$ cat config.mk
export PLATFORM = sky130hd
export DESIGN_NAME = mem_access_unit
export DESIGN_NICKNAME = d
export VERILOG_FILES = /design/src/rtl/mem_access_unit.sv
export SDC_FILE = /design/constraint.sdc
export NUM_CORES = 1
export LEC_CHECK = 0
export CAP_MARGIN = 20
export CORE_ASPECT_RATIO = 0.5
export CORE_MARGIN = 2
export CORE_UTILIZATION = 39
export CTS_BUF_LIST = sky130_fd_sc_hd__clkbuf_4 sky130_fd_sc_hd__clkbuf_8 sky130_fd_sc_hd__clkbuf_16
export DETAILED_ROUTE_END_ITERATION = 7
export PLACE_DENSITY_LB_ADDON = 0.2
export SYNTH_ARGS = -nofsm -noshare
export SYNTH_HDL_FRONTEND = slang
export SYNTH_SLANG_ARGS = --single-unit
$ cat constraint.sdc
create_clock -name clk -period 1.5 [get_ports clk]
set_input_delay 0.3 -clock clk [delete_from_list [all_inputs] [get_ports clk]]
set_output_delay 0.3 -clock clk [all_outputs]
set_load 0.02 [all_outputs]
$ cat src/rtl/mem_access_unit.sv
// ---------------------------------------------------------------------------
// mem_access_unit
//   MEM-stage bridge between the pipeline and a single-outstanding memory
//   port with a one-cycle completion strobe. Each load/store runs through
//   IDLE -> WAIT -> DONE. Upstream is stalled until the memory acks, then
//   released for exactly one cycle in DONE.
//
//   Optional build macro: MISALIGN_CHECK_EN
//     defined   : misaligned halfword/word accesses raise misalign in IDLE
//                 and are dropped (no request, no stall, mem_read held).
//     undefined : misalign is tied low; halfwords use alu_res[1] only and
//                 words ignore alu_res[1:0].
//
// Ports
//   clk, rst_n    clock (rising edge) and asynchronous active-low reset
//   alu_res       effective byte address
//   store_data    store source value
//   MemRead       load request (wins when MemWrite is also high)
//   MemWrite      store request
//   size          00 byte, 01 halfword, 10/11 word
//   sign_ext      sign-extend (1) or zero-extend (0) sub-word loads
//   mem_ack       one-cycle completion strobe from memory
//   mem_rdata     memory read word, valid with mem_ack
//   stall         freeze upstream / bubble MEM-WB
//   mem_req       memory request, held until ack
//   mem_we        write request
//   mem_addr      word-aligned address
//   mem_be        byte-lane enables
//   mem_wdata     lane-replicated store data
//   mem_read      aligned, extended load result
//   misalign      misaligned access flag
// ---------------------------------------------------------------------------
module mem_access_unit (
    input  logic        clk,
    input  logic        rst_n,
    input  logic [31:0] alu_res,
    input  logic [31:0] store_data,
    input  logic        MemRead,
    input  logic        MemWrite,
    input  logic [1:0]  size,
    input  logic        sign_ext,
    input  logic        mem_ack,
    input  logic [31:0] mem_rdata,
    output logic        stall,
    output logic        mem_req,
    output logic        mem_we,
    output logic [31:0] mem_addr,
    output logic [3:0]  mem_be,
    output logic [31:0] mem_wdata,
    output logic [31:0] mem_read,
    output logic        misalign
);

    typedef enum logic [1:0] {
        IDLE = 2'd0,
        WAIT = 2'd1,
        DONE = 2'd2
    } state_t;

    state_t state, state_nxt;

    logic        access;
    logic        misalign_det;
    logic        accept;
    logic [3:0]  be_nxt;
    logic [31:0] wdata_nxt;

    // Load context captured at accept time, used when the ack arrives.
    logic        ld_q;
    logic [1:0]  size_q;
    logic [1:0]  off_q;
    logic        sext_q;
    logic [7:0]  byte_sel;
    logic [15:0] half_sel;
    logic [31:0] load_val;

    assign access = MemRead | MemWrite;

`ifdef MISALIGN_CHECK_EN
    always_comb begin
        misalign_det = 1'b0;
        if (access) begin
            if (size == 2'b01)
                misalign_det = alu_res[0];
            else if (size[1])
                misalign_det = (alu_res[1:0] != 2'b00);
        end
    end
`else
    assign misalign_det = 1'b0;
`endif

    assign accept = access & ~misalign_det;

    // ---------------- state register ----------------
    always_ff @(posedge clk or negedge rst_n) begin
        if (!rst_n)
            state <= IDLE;
        else
            state <= state_nxt;
    end

    // ---------------- next-state logic ----------------
    always_comb begin
        state_nxt = state;
        case (state)
            IDLE:    if (accept) state_nxt = WAIT;
            WAIT:    if (mem_ack) state_nxt = DONE;
            DONE:    state_nxt = IDLE;
            default: state_nxt = IDLE;
        endcase
    end

    // ---------------- output logic ----------------
    // stall and misalign depend on live inputs in IDLE; gating with rst_n
    // keeps them low while reset is held regardless of the request lines.
    always_comb begin
        stall    = 1'b0;
        mem_req  = 1'b0;
        misalign = 1'b0;
        case (state)
            IDLE: begin
                stall    = rst_n & accept;
                misalign = rst_n & misalign_det;
            end
            WAIT: begin
                stall   = 1'b1;
                mem_req = 1'b1;
            end
            default: ;
        endcase
    end

    // ---------------- request formatting ----------------
    always_comb begin
        case (size)
            2'b00:   be_nxt = 4'b0001 << alu_res[1:0];
            2'b01:   be_nxt = alu_res[1] ? 4'b1100 : 4'b0011;
            default: be_nxt = 4'b1111;
        endcase
    end

    always_comb begin
        case (size)
            2'b00:   wdata_nxt = {4{store_data[7:0]}};
            2'b01:   wdata_nxt = {2{store_data[15:0]}};
            default: wdata_nxt = store_data;
        endcase
    end

    // ---------------- load extraction ----------------
    always_comb begin
        case (off_q)
            2'd0:    byte_sel = mem_rdata[7:0];
            2'd1:    byte_sel = mem_rdata[15:8];
            2'd2:    byte_sel = mem_rdata[23:16];
            default: byte_sel = mem_rdata[31:24];
        endcase
        half_sel = off_q[1] ? mem_rdata[31:16] : mem_rdata[15:0];
        case (size_q)
            2'b00:   load_val = {{24{sext_q & byte_sel[7]}}, byte_sel};
            2'b01:   load_val = {{16{sext_q & half_sel[15]}}, half_sel};
            default: load_val = mem_rdata;
        endcase
    end

    // ---------------- datapath registers ----------------
    always_ff @(posedge clk or negedge rst_n) begin
        if (!rst_n) begin
            mem_we    <= 1'b0;
            mem_addr  <= '0;
            mem_be    <= '0;
            mem_wdata <= '0;
            mem_read  <= '0;
            ld_q      <= 1'b0;
            size_q    <= '0;
            off_q     <= '0;
            sext_q    <= 1'b0;
        end else begin
            if (state == IDLE && accept) begin
                mem_we    <= MemWrite & ~MemRead;
                mem_addr  <= {alu_res[31:2], 2'b00};
                mem_be    <= be_nxt;
                mem_wdata <= wdata_nxt;
                ld_q      <= MemRead;
                size_q    <= size;
                off_q     <= alu_res[1:0];
                sext_q    <= sign_ext;
            end
            if (state == WAIT && mem_ack && ld_q)
                mem_read <= load_val;
        end
    end

endmodule

==> results.txt <==
----------------------------------------------------
[Layout]
  Most frequent cells in the layout ... nand2_1 (176), dfrtp_1 (103), clkdlybuf4s50_1 (102)
  Number of nets in the layout ... 870
  Final core utilization ... 0.669
  Area growth from synthesis to layout ... 64.8%
  Most common cell after layout, fill and taps aside ... nand2_1
  Fraction of layout instances using a drive strength above 1 ... 0.174
  Diodes inserted ... 0
  Final instance area ... roughly 0.0080 mm²

[STA]
  Hold slack ... 0.0467 ns
  RSZ-0062 raised after global routing ... yes
  Final Skew ... 0.00984 ns
  Worst slew margin ... 0.606
  Number of max-slew violations in the final report ... 0
  Crit path setup slack, layout ... -0.108 ns
  Crit path time final ... ~1.6 ns
  Slew of the pin with the lowest slew margin ... 0.591 ns
  Timing-limited maximum frequency ... 622 MHz
  Period utilization ... 1.07
  Setup violation total in the final timing report ... 32
  Final Hold Viols ... 0

[Power and ir drop]
  Combinational fraction of design power ... 0.546
  IR drop worst, VDD ... approximately 0.85 mV
  Relative contribution of sequential cells to total power ... 0.310
  Design internal power ... about 0.0095 W
  Total power draw ... ~0.017 W
  Clock share of power ... 0.144
  PwrDens ... 2080 mW/mm²
  Proportion of total power due to net switching ... 0.429
  Leak ... around 3.7 nW
  Switching Power ... around 0.0072 W

[CTS]
  Clock transition at the registers of the reported paths ... 0.07 ns
  Maximum level of the CTS H-tree ... 3
  Post-CTS Hold Fix Bufs ... 0
  CTS sink cnt ... 107
  Master cell of the clock root buffer ... clkbuf_16
  CTS max path bufs ... 2
  Worst-Skew Late Latency ... about 0.35 ns
  CTS tree ... yes
  Total clock buffers created by CTS ... 9

[Floorplanning]
  Floorplan die width ... between 150 and 200 µm
  Floorplan core area ... 0.0120 mm²
  Initial core utilization ... 0.406
  Die area ... 0.0135 mm²
  # IOs ... approximately 210
  Vertical die dimension ... 83.1 µm
  Cell row count ... 28

[Detailed routing]
  Overall via count from detail_route ... around 4600
  Drt first-iter violations ... 320
  Drt drc ... 0
  Top routing layer used ... met4
  Detailed-routing iteration count for the pre-antenna-repair pass ... 5
  Count of antenna-violating nets left after detailed routing ... 0
  WL/cell ... about 16 µm
  Vias/cell ... a little under 5
  Met3 wire length ... 1110 µm
  Met1 WL ... approximately 6800 µm
  Routed wl met2 ... ~7200 µm
  Sum of routed wire length over all layers ... ~15000 µm

[Synthesis]
  Mean instance size in the synthesized netlist ... 9.16 µm²
  Number of cells produced by synthesis ... about 530
  Count of unique library cells instantiated by Yosys ... 36
  Number of warnings reported in the yosys synthesis log ... 0
  Synth Register Bits ... ~110
  Async set-or-reset flop fraction in the synthesized netlist ... 1.00
  Top FF cell, synth ... dfrtp_1
  Register area share after synthesis ... 0.549
  Post-Syn Area ... approximately 0.005 mm²
  Number of enable-type register cells in the synthesized netlist ... 0

[Setup path]
  Class of the most critical setup path ... flip-flop to output port
  CP startpoint kind ... flip-flop
  CP endpoint kind ... output port
  Arrival time reported for the critical path endpoint ... approximately 1.3 ns
  Data required time at the worst endpoint ... ~1.2 ns
  Crit path max-delay cell type ... dfrtp_1
  Worst-path cell chain ... nor2_1 -> buf_4 -> o21a_4 -> nand2_2 -> nand2_2 -> buf_6
  Critical-path maximum fanout ... 3
  Critical path's largest stage delay ... 0.39 ns
  Cell mode on critical path ... nand2_2

[Status]
  Violated checks ... negative setup slack
  Run status ... finished, violations left

[Placed design]
  Routability Congestion ... 0.812
  HPWL after detailed placement ... 10500 µm
  Post-DP Area ... 0.00735 mm²
  Number of I/O port buffers ... about 200
  Pre-CTS setup slack ... -0.411 ns

[GRT]
  Number of antenna violations at the first check in global routing ... 0
  Total grt overflow ... 0
  Via count of the first global-routing pass ... between 4000 and 5000
  First-pass GRT wire length ... between 20000 and 25000 µm
  Gr usage total ... 0.224
  Maximum number of pins on one net before global-route repair ... around 110

[Run]
  Max capacitance violation total ... 0

[Hold path]
  Min-delay worst type ... primary input to asynchronous set/reset pin

----------------------------------------------------
==> area by class of cell <==
class	instances	area, µm²
Fill cell	995	3970
Sequential cell	107	2680
Timing Repair Buffer	256	2470
Multi-Input combinational cell	388	2360
Clock buffer	11	240
Tap cell	165	206
Clock inverter	5	62.6
Inverter	4	18.8
==> per-layer routing <==
layer | vias to the layer above | track usage
li1 | 2240 | -
met1 | 2226 | 0.297
met2 | 154 | 0.366
met3 | 16 | 0.0629
met4 | 0 | 0.0507
met5 | - | 0
==> stage by stage <==
step	TNS, ns	instances
after floorplan	-0.000569	535
after global placement	-13.77	906
after detailed placement	-15.43	906
after CTS	-0.816	930
after global routing	-7.32	936
final	-1.00	936
==> registers in the layout (all words and copies together) (netlist names) <==
signal	flops
mem_read	32
state	2
mem_addr	30
size_q	2
sext_q	1
mem_be	4
off_q	2
mem_wdata	32
mem_we	1
ld_q	1
==> power by group through the flow <==
stage	Sequential, W	Clock, W	Combinational [W]
floorplan	0.00671	0	0.00307
global placement	0.00517	0	0.00873
detailed placement	0.00520	0	0.00888
CTS	0.00516	0.00247	0.00852
global route	0.00535	0.00260	0.00984
finish	0.00517	0.00241	0.00912
==> synth_stat cells, types with 2 or more instances <==
library cell / count / share of area
buf_2: 5 / 0.0051
o22ai_4: 2 / 0.0082
inv_1: 4 / 0.0031
a22oi_1: 6 / 0.0092
o22a_1: 6 / 0.011
o21ai_0: 45 / 0.046
dfrtp_1: 107 / 0.55
clkbuf_1: 22 / 0.017
a21oi_2: 9 / 0.016
buf_4: 4 / 0.0062
nand3_1: 3 / 0.0031
a221oi_1: 7 / 0.013
buf_6: 2 / 0.0046
nand2_1: 180 / 0.14
a21oi_1: 24 / 0.025
nor3b_1: 2 / 0.0031
and2b_1: 3 / 0.0046
nor2_1: 41 / 0.032
buf_1: 3 / 0.0023
a31oi_1: 6 / 0.0077
nand2b_1: 4 / 0.0051
o21ai_1: 2 / 0.0021
mux2i_1: 33 / 0.068
==> kinds of logic after synthesis <==
group	Yosys count	synth area share
simple gates	240	0.198
compound gates	112	0.147
flops	107	0.549
buf+inv	40	0.0382
mux	33	0.0677
other cells	1	0.000768
==> repair_timing <==
item / in CTS / in global routing
endpoints found under the hold margin: 0 / 0
cloned: 2 / 0
pin swaps: 11 / 25
endpoints found under the setup margin: 132 / 78
buffers inserted: 7 / 6
gates resized for setup: 146 / 43
==> worst paths after layout <==
kind	from	to	slack [ns]	cells past startpoint
max	state[1]$_DFFE_PN0P_	stall	-0.11	6
min	rst_n	mem_read[13]$_DFFE_PN0P_	0.05	2
max reg2reg	size_q[0]$_DFFE_PN0P_	mem_read[18]$_DFFE_PN0P_	-0.05	5
min reg2reg	mem_addr[8]$_DFFE_PN0P_	mem_addr[8]$_DFFE_PN0P_	0.47	2
max in group asynchronous	rst_n	size_q[1]$_DFFE_PN0P_	0.99	2
min in group clk	mem_addr[8]$_DFFE_PN0P_	mem_addr[8]$_DFFE_PN0P_	0.47	2
==> worst max-delay path: cells and delay by family, from the launching register on <==
family | cells | cell delay [ns]
and+or+nand+nor | 3 | 0.21
AOI/OAI and AO/OA | 1 | 0.12
buffers and inverters | 2 | 0.24
DFF | 1 | 0.39
Power figures use the tool's default switching activity.
